--- config.mk ---
export PLATFORM = sky130hd
export DESIGN_NAME = int_seq_ctrl_flat
export DESIGN_NICKNAME = d
export VERILOG_FILES = /design/src/rtl/int_seq_ctrl_if.sv /design/src/rtl/int_seq_ctrl.sv /design/src/flat_wrapper.sv
export SDC_FILE = /design/constraint.sdc
export NUM_CORES = 1
export LEC_CHECK = 0
export CAP_MARGIN = 20
export CORE_ASPECT_RATIO = 1.2
export CORE_MARGIN = 1.5
export CORE_UTILIZATION = 43
export CTS_CLUSTER_DIAMETER = 100
export DETAILED_ROUTE_END_ITERATION = 8
export PLACE_DENSITY_LB_ADDON = 0.12
export SLEW_MARGIN = 20
export SYNTH_ARGS = -nofsm -noshare
export SYNTH_HDL_FRONTEND = slang
export SYNTH_SLANG_ARGS = --single-unit
export TNS_END_PERCENT = 30
--- constraint.sdc ---
create_clock -name clk -period 2.48 [get_ports clk]
set_input_delay 0.744 -clock clk [delete_from_list [all_inputs] [get_ports clk]]
set_output_delay 0.744 -clock clk [all_outputs]
set_load 0.02 [all_outputs]
--- src/rtl/int_seq_ctrl_if.sv ---
// Decode-side bundle between the interrupt-entry sequencer and the pipeline/control unit.
// master = pipeline side driving requests; slave = sequencer driving freeze/push/vector controls.
interface int_seq_ctrl_if;
  logic        int_req;
  logic        rti;
  logic        load_use;
  logic [31:0] pc_in;
  logic [2:0]  ccr;
  logic        freeze_cu;
  logic        stack_push;
  logic [15:0] push_data;
  logic        pc_load;
  logic [31:0] pc_vec;
  logic        int_ack;
  logic        busy;

  modport master (
    output int_req, rti, load_use, pc_in, ccr,
    input  freeze_cu, stack_push, push_data, pc_load, pc_vec, int_ack, busy
  );

  modport slave (
    input  int_req, rti, load_use, pc_in, ccr,
    output freeze_cu, stack_push, push_data, pc_load, pc_vec, int_ack, busy
  );
endinterface

--- src/rtl/int_seq_ctrl.sv ---
// Interrupt-entry sequencer: freeze CU, drain pipeline, push return PC (hi, lo) and CCR,
// then load the vector PC. New interrupts are held pending until the ISR ends with rti.
module int_seq_ctrl #(
  parameter int          DRAIN_CYCLES = 3,
  parameter int          CNT_W        = 2,
  parameter logic [31:0] VEC_ADDR     = 32'h0000_0000
) (
  input  logic          clk,
  input  logic          rst,
  int_seq_ctrl_if.slave bus
);

  typedef enum logic [2:0] {
    IDLE,
    DRAIN,
    PUSH_HI,
    PUSH_LO,
    PUSH_CCR,
    VECTOR
  } state_t;

  localparam logic [CNT_W-1:0] CNT_LAST = CNT_W'(DRAIN_CYCLES - 1);

  state_t           state_reg, state_next;
  logic [CNT_W-1:0] cnt_reg, cnt_next;
  logic [31:0]      ret_pc_reg, ret_pc_next;
  logic             pending_reg, pending_next;
  logic             in_isr_reg, in_isr_next;

  logic             freeze_cu;
  logic             stack_push;
  logic [15:0]      push_data;
  logic             pc_load;
  logic             int_ack;
  logic             advance;

  always_ff @(posedge clk or negedge rst) begin
    if (!rst) begin
      state_reg   <= IDLE;
      cnt_reg     <= '0;
      ret_pc_reg  <= '0;
      pending_reg <= 1'b0;
      in_isr_reg  <= 1'b0;
    end else begin
      state_reg   <= state_next;
      cnt_reg     <= cnt_next;
      ret_pc_reg  <= ret_pc_next;
      pending_reg <= pending_next;
      in_isr_reg  <= in_isr_next;
    end
  end

  always_comb begin
    state_next   = state_reg;
    cnt_next     = cnt_reg;
    ret_pc_next  = ret_pc_reg;
    pending_next = pending_reg | bus.int_req;
    freeze_cu    = 1'b0;
    stack_push   = 1'b0;
    push_data    = 16'h0000;
    pc_load      = 1'b0;
    int_ack      = 1'b0;
    // A load-use stall freezes the sequence and suppresses its one-shot strobes.
    advance      = !bus.load_use;

    // rti wins over the set on VECTOR exit; IDLE sees the post-rti value.
    if (bus.rti) begin
      in_isr_next = 1'b0;
    end else if (state_reg == VECTOR && advance) begin
      in_isr_next = 1'b1;
    end else begin
      in_isr_next = in_isr_reg;
    end

    case (state_reg)
      IDLE: begin
        if ((bus.int_req || pending_reg) && !in_isr_next && advance) begin
          state_next   = DRAIN;
          ret_pc_next  = bus.pc_in;
          cnt_next     = '0;
          pending_next = 1'b0;
        end
      end
      DRAIN: begin
        freeze_cu = 1'b1;
        if (advance) begin
          cnt_next = cnt_reg + 1'b1;
          if (cnt_reg == CNT_LAST) begin
            state_next = PUSH_HI;
          end
        end
      end
      PUSH_HI: begin
        freeze_cu  = 1'b1;
        push_data  = ret_pc_reg[31:16];
        stack_push = advance;
        if (advance) state_next = PUSH_LO;
      end
      PUSH_LO: begin
        freeze_cu  = 1'b1;
        push_data  = ret_pc_reg[15:0];
        stack_push = advance;
        if (advance) state_next = PUSH_CCR;
      end
      PUSH_CCR: begin
        freeze_cu  = 1'b1;
        push_data  = {13'b0, bus.ccr};
        stack_push = advance;
        if (advance) state_next = VECTOR;
      end
      VECTOR: begin
        freeze_cu = 1'b1;
        pc_load   = advance;
        int_ack   = advance;
        if (advance) state_next = IDLE;
      end
      default: begin
        state_next = IDLE;
      end
    endcase
  end

  assign bus.freeze_cu  = freeze_cu;
  assign bus.stack_push = stack_push;
  assign bus.push_data  = push_data;
  assign bus.pc_load    = pc_load;
  assign bus.int_ack    = int_ack;
  assign bus.pc_vec     = VEC_ADDR;
  assign bus.busy       = (state_reg != IDLE);

endmodule
--- src/flat_wrapper.sv ---
// flat-port wrapper written by rule: the top's interface ports become plain ports
module int_seq_ctrl_flat 
#(
  parameter int          DRAIN_CYCLES = 3,
  parameter int          CNT_W        = 2,
  parameter logic [31:0] VEC_ADDR     = 32'h0000_0000
)
  (clk, rst, bus_int_req, bus_rti, bus_load_use, bus_pc_in, bus_ccr, bus_freeze_cu, bus_stack_push, bus_push_data, bus_pc_load, bus_pc_vec, bus_int_ack, bus_busy);
  int_seq_ctrl_if bus_i ();
  input  logic clk;
  input  logic rst;
  input wire logic [$bits(bus_i.int_req)-1:0] bus_int_req;
  input wire logic [$bits(bus_i.rti)-1:0] bus_rti;
  input wire logic [$bits(bus_i.load_use)-1:0] bus_load_use;
  input wire logic [$bits(bus_i.pc_in)-1:0] bus_pc_in;
  input wire logic [$bits(bus_i.ccr)-1:0] bus_ccr;
  output wire logic [$bits(bus_i.freeze_cu)-1:0] bus_freeze_cu;
  output wire logic [$bits(bus_i.stack_push)-1:0] bus_stack_push;
  output wire logic [$bits(bus_i.push_data)-1:0] bus_push_data;
  output wire logic [$bits(bus_i.pc_load)-1:0] bus_pc_load;
  output wire logic [$bits(bus_i.pc_vec)-1:0] bus_pc_vec;
  output wire logic [$bits(bus_i.int_ack)-1:0] bus_int_ack;
  output wire logic [$bits(bus_i.busy)-1:0] bus_busy;
  assign bus_i.int_req = bus_int_req;
  assign bus_i.rti = bus_rti;
  assign bus_i.load_use = bus_load_use;
  assign bus_i.pc_in = bus_pc_in;
  assign bus_i.ccr = bus_ccr;
  assign bus_freeze_cu = bus_i.freeze_cu;
  assign bus_stack_push = bus_i.stack_push;
  assign bus_push_data = bus_i.push_data;
  assign bus_pc_load = bus_i.pc_load;
  assign bus_pc_vec = bus_i.pc_vec;
  assign bus_int_ack = bus_i.int_ack;
  assign bus_busy = bus_i.busy;
  int_seq_ctrl #(.DRAIN_CYCLES(DRAIN_CYCLES), .CNT_W(CNT_W), .VEC_ADDR(VEC_ADDR)) u_core (.clk(clk), .rst(rst), .bus(bus_i));
endmodule
==> impl_metrics.sql <==
INSERT INTO impl_metrics (metric_group, metric, value, unit) VALUES
('detailed_routing', 'ant_nets', '0', ''),
('clocking', 'clock_buffer_count_from_cts', '5', ''),
('power_and_ir_drop', 'vdd_drop_max', '0.0004811', 'V'),
('final_layout', 'layout.nets', '295', ''),
('floorplanning', 'core_region_area', '4975', 'sq um'),
('synthesis', 'yosys_warnings', '0', ''),
('floorplanning', 'boundaryPins', '93', ''),
('floorplanning', 'initial_cell_density_of_the_core', '0.4505', ''),
('synthesis', 'syn_avg_cell_area', '12.11', 'sq um'),
('final_layout', 'layout-drive-gt1-share', '0.2431', ''),
('power_and_ir_drop', 'cell_pwr_density', '1058', 'nW/um^2'),
('placement', 'cell_total_after_placement', '307', ''),
('power_and_ir_drop', 'intPower', '2071', 'uW'),
('timing', 'final_clock_period_utilization_by_the_worst_path', '0.9920', ''),
('final_layout', 'number_of_cells_in_the_finished_layout_apart_from_fillers', '315', ''),
('timing', 'number_of_setup_violations_in_the_final_report', '0', ''),
('timing', 'max_freq', '0.4065', 'GHz'),
('clocking', 'tritoncts_num_sinks', '39', ''),
('floorplanning', 'die_w', '68.90', 'microns'),
('hold_path', 'hold_path_depth', '1', ''),
('timing', 'count_of_endpoints_failing_hold_in_the_final_timing_report', '0', ''),
('power_and_ir_drop', 'power.share.sequential', '0.372', ''),
('detailed_routing', 'drt_first_pass_iters', '3', ''),
('global_routing', 'grt_start_max_net_pins', '40', ''),
('clocking', 'holdBufCountCts', '0', ''),
('critical_path', 'critPathMaxFanout', '3', ''),
('synthesis', 'yosys_register_bits', '39', ''),
('detailed_routing', 'route.vias.total', '1412', ''),
('timing', 'final_worst_clock_skew', '0.005045', 'ns'),
('power_and_ir_drop', 'power.share.clock', '0.148', ''),
('timing', 'post_layout_minimum_cycle_time', '2.460', 'ns'),
('detailed_routing', 'route.detailed.wl_per_inst', '13.19', 'microns'),
('global_routing', 'number_of_antenna_violations_at_the_first_check_in_global_routing', '0', ''),
('synthesis', 'yosys.cell_types.count', '28', ''),
('timing', 'postLayoutSetupSlackWorst', '0.01978', 'ns'),
('global_routing', 'gr_usage_total', '0.1627', ''),
('placement', 'portBuffers', '60', ''),
('detailed_routing', 'dr.first_iter.drc_count', '54', ''),
('synthesis', 'mapped_cell_area', '2241', 'sq um'),
('timing', 'slew_viol_final', '0', ''),
('synthesis', 'synth_cells', '185', ''),
('global_routing', 'grt_pass1_wl', '6.741', 'mm'),
('global_routing', 'grt_pass1_vias', '1474', ''),
('clocking', 'tritoncts', 'yes', ''),
('detailed_routing', 'drc', '0', ''),
('status', 'run_status', 'completed', ''),
('hold_path', 'hold_path.class', 'reg2reg', ''),
('critical_path', 'regToRegSetupSlack', '0.49', 'ns'),
('critical_path', 'worstPathArrival', '1.72', 'ns'),
('floorplanning', 'floorplan.die_area', '5655', 'sq um'),
('placement', 'dp.final_hpwl', '3.010', 'mm'),
('power_and_ir_drop', 'power.combinational.fraction', '0.480', ''),
('clocking', 'post-cts-setup-buffers', '0', ''),
('floorplanning', 'vertical_extent_of_the_die', '82.08', 'microns'),
('clocking', 'clock_tree.root_cell', 'sky130_fd_sc_hd__clkbuf_8', ''),
('floorplanning', 'rows', '28', ''),
('timing', 'rsz0062_at_grt', 'yes', ''),
('power_and_ir_drop', 'power_switching', '1010', 'uW'),
('detailed_routing', 'routed_via_density', '4.483', ''),
('power_and_ir_drop', 'leakagePower', '0.001459', 'uW'),
('detailed_routing', 'aggregate_routed_wire_length', '4.154', 'mm'),
('final_layout', 'num_antenna_cells', '0', ''),
('critical_path', 'worst_setup_path_end_kind', 'output port', ''),
('synthesis', 'yosysSeqAreaShare', '0.4355', ''),
('critical_path', 'start_kind', 'primary input', ''),
('clocking', 'ctsLongestPathBuffers', '2', ''),
('power_and_ir_drop', 'switching_share', '0.3278', ''),
('final_layout', 'largest_register_ffs', '32', ''),
('placement', 'routabilityCongestion', '0.6850', ''),
('global_routing', 'grt_overflow', '0', ''),
('flow_run', 'timing.max_cap.violations', '0', ''),
('critical_path', 'required_worst_endpoint', '1.74', 'ns'),
('clocking', 'clk_pin_slew', '0.07', 'ns'),
('critical_path', 'type_of_the_worst_setup_path', 'in2out', ''),
('final_layout', 'area_growth_syn_to_layout', '29.87', '%'),
('final_layout', 'core_utilization_of_the_finished_layout', '0.5850', ''),
('placement', 'pre_cts_slack', '-0.3944', 'ns'),
('critical_path', 'r2r_cells', '6', ''),
('clocking', 'ctsHtreeMaxLevel', '2', ''),
('clocking', 'clk-insertion-delay-late', '0.28', 'ns');
layout by cell type (no fill, tap or decap), drive strengths merged, types with 2 or more instances in the layout:
master	synthesis	layout
nor2b	4	4
nor3	3	3
buf	40	17
nor2	16	16
nand2	4	4
dlygate4sd2	0	16
o21ai	7	7
dfrtp	39	39
conb	1	32
inv	5	5
a21oi	3	3
clkbuf	3	8
clkdlybuf4s50	0	38
dlymetal6s2s	0	2
mux2	32	32
mux2i	19	19
kinds of logic (layout without fill, tap and decap cells):
kind of cell	count (synthesis)	after routing	share of synthesized area
simple gates	31	31	0.07538
buf+inv	48	87	0.1496
mux	51	51	0.2942
other cells	1	32	0.001673
compound gates	14	14	0.03797
flops	39	39	0.4355
fa+ha+maj	1	1	0.005583
worst max-delay path, cell delays in order:
cell                              delay, ns
sky130_fd_sc_hd__clkdlybuf4s50_1       0.43
sky130_fd_sc_hd__nor3_2                0.21
sky130_fd_sc_hd__clkdlybuf4s15_1       0.33
cell type report:
type	count	area, sq um
Clock buffer	8	100.1
Fill cell	435	2064
Inverter	5	18.77
Multi-Input combinational cell	129	1051
Sequential cell	39	977.2
Tap cell	60	75.07
Timing Repair Buffer	74	688.2
layer usage:
metal | up-vias | track usage | wire, microns
met5 | - | 0 | 0
met4 | 0 | 0.04706 | 19
met3 | 2 | 0.05479 | 289
met2 | 51 | 0.2625 | 1965
met1 | 667 | 0.2061 | 1879
li1 | 692 | - | -
synth_stat cells:
master,number,area (sq um)
sky130_fd_sc_hd__o2111a_1,1,11.26
sky130_fd_sc_hd__nor3b_1,1,7.510
sky130_fd_sc_hd__ha_1,1,12.51
sky130_fd_sc_hd__inv_2,1,3.750
sky130_fd_sc_hd__inv_1,4,15.01
sky130_fd_sc_hd__conb_1,1,3.750
sky130_fd_sc_hd__nor2b_1,4,25.02
sky130_fd_sc_hd__nor2_1,16,60.06
sky130_fd_sc_hd__dfrtp_1,39,975.9
sky130_fd_sc_hd__or2b_1,1,7.510
sky130_fd_sc_hd__o21bai_1,1,7.510
sky130_fd_sc_hd__nor3_4,1,16.27
sky130_fd_sc_hd__nand2_1,4,15.01
sky130_fd_sc_hd__clkbuf_1,3,11.26
sky130_fd_sc_hd__o21ba_2,1,10.01
sky130_fd_sc_hd__buf_2,1,5.000
sky130_fd_sc_hd__nor4_4,1,21.27
sky130_fd_sc_hd__a31oi_1,1,6.260
sky130_fd_sc_hd__o21ai_0,7,35.03
sky130_fd_sc_hd__mux2_2,3,33.78
sky130_fd_sc_hd__mux2i_1,19,190.2
sky130_fd_sc_hd__a21oi_1,3,15.01
sky130_fd_sc_hd__buf_4,33,247.7
sky130_fd_sc_hd__buf_1,2,7.510
sky130_fd_sc_hd__mux2_4,29,435.4
sky130_fd_sc_hd__nor3_1,2,10.01
sky130_fd_sc_hd__buf_6,4,45.04
sky130_fd_sc_hd__nand2b_1,1,6.260
repair_timing:
item	in CTS	in global routing
setup endpoints to repair	19	5
gates resized for setup	26	5
hold endpoints to repair	0	0
power groups by stage:
stage	Sequential [uW]	Clock (uW)	Combinational (uW)
after floorplan	1080	0	1200
after global routing	1190	507	1610
final	1150	455	1480
after detailed placement	1150	0	1550
after global placement	1140	0	1530
after CTS	1150	475	1510
path summary, 6_finish.rpt:
path,start,end
min,u_core.cnt_reg[0]$_DFFE_PN0P_,u_core.cnt_reg[0]$_DFFE_PN0P_
max in group asynchronous,rst,u_core.state_reg[1]$_DFFE_PN0P_
max reg2reg,u_core.state_reg[0]$_DFFE_PN0P_,u_core.ret_pc_reg[25]$_DFFE_PN0P_
max,bus_load_use,bus_pc_load
min in group asynchronous,rst,u_core.in_isr_reg$_DFF_PN0_
min reg2reg,u_core.cnt_reg[0]$_DFFE_PN0P_,u_core.cnt_reg[0]$_DFFE_PN0P_
metrics by stage:
step | total power, uW | cell area (sq um) | setup TNS (ns) | hold WS (ns)
after floorplan | 2285 | 2357 | 0 | 0.4484
after global placement | 2670 | 2829 | -1.574 | 0.4715
after detailed placement | 2696 | 2829 | -1.665 | 0.4753
after CTS | 3130 | 2917 | -0.02801 | 0.4877
after global routing | 3308 | 2910 | -0.04510 | 0.5194
final | 3080 | 2910 | 0 | 0.4821
No activity file was read; power rests on OpenSTA's default activity.
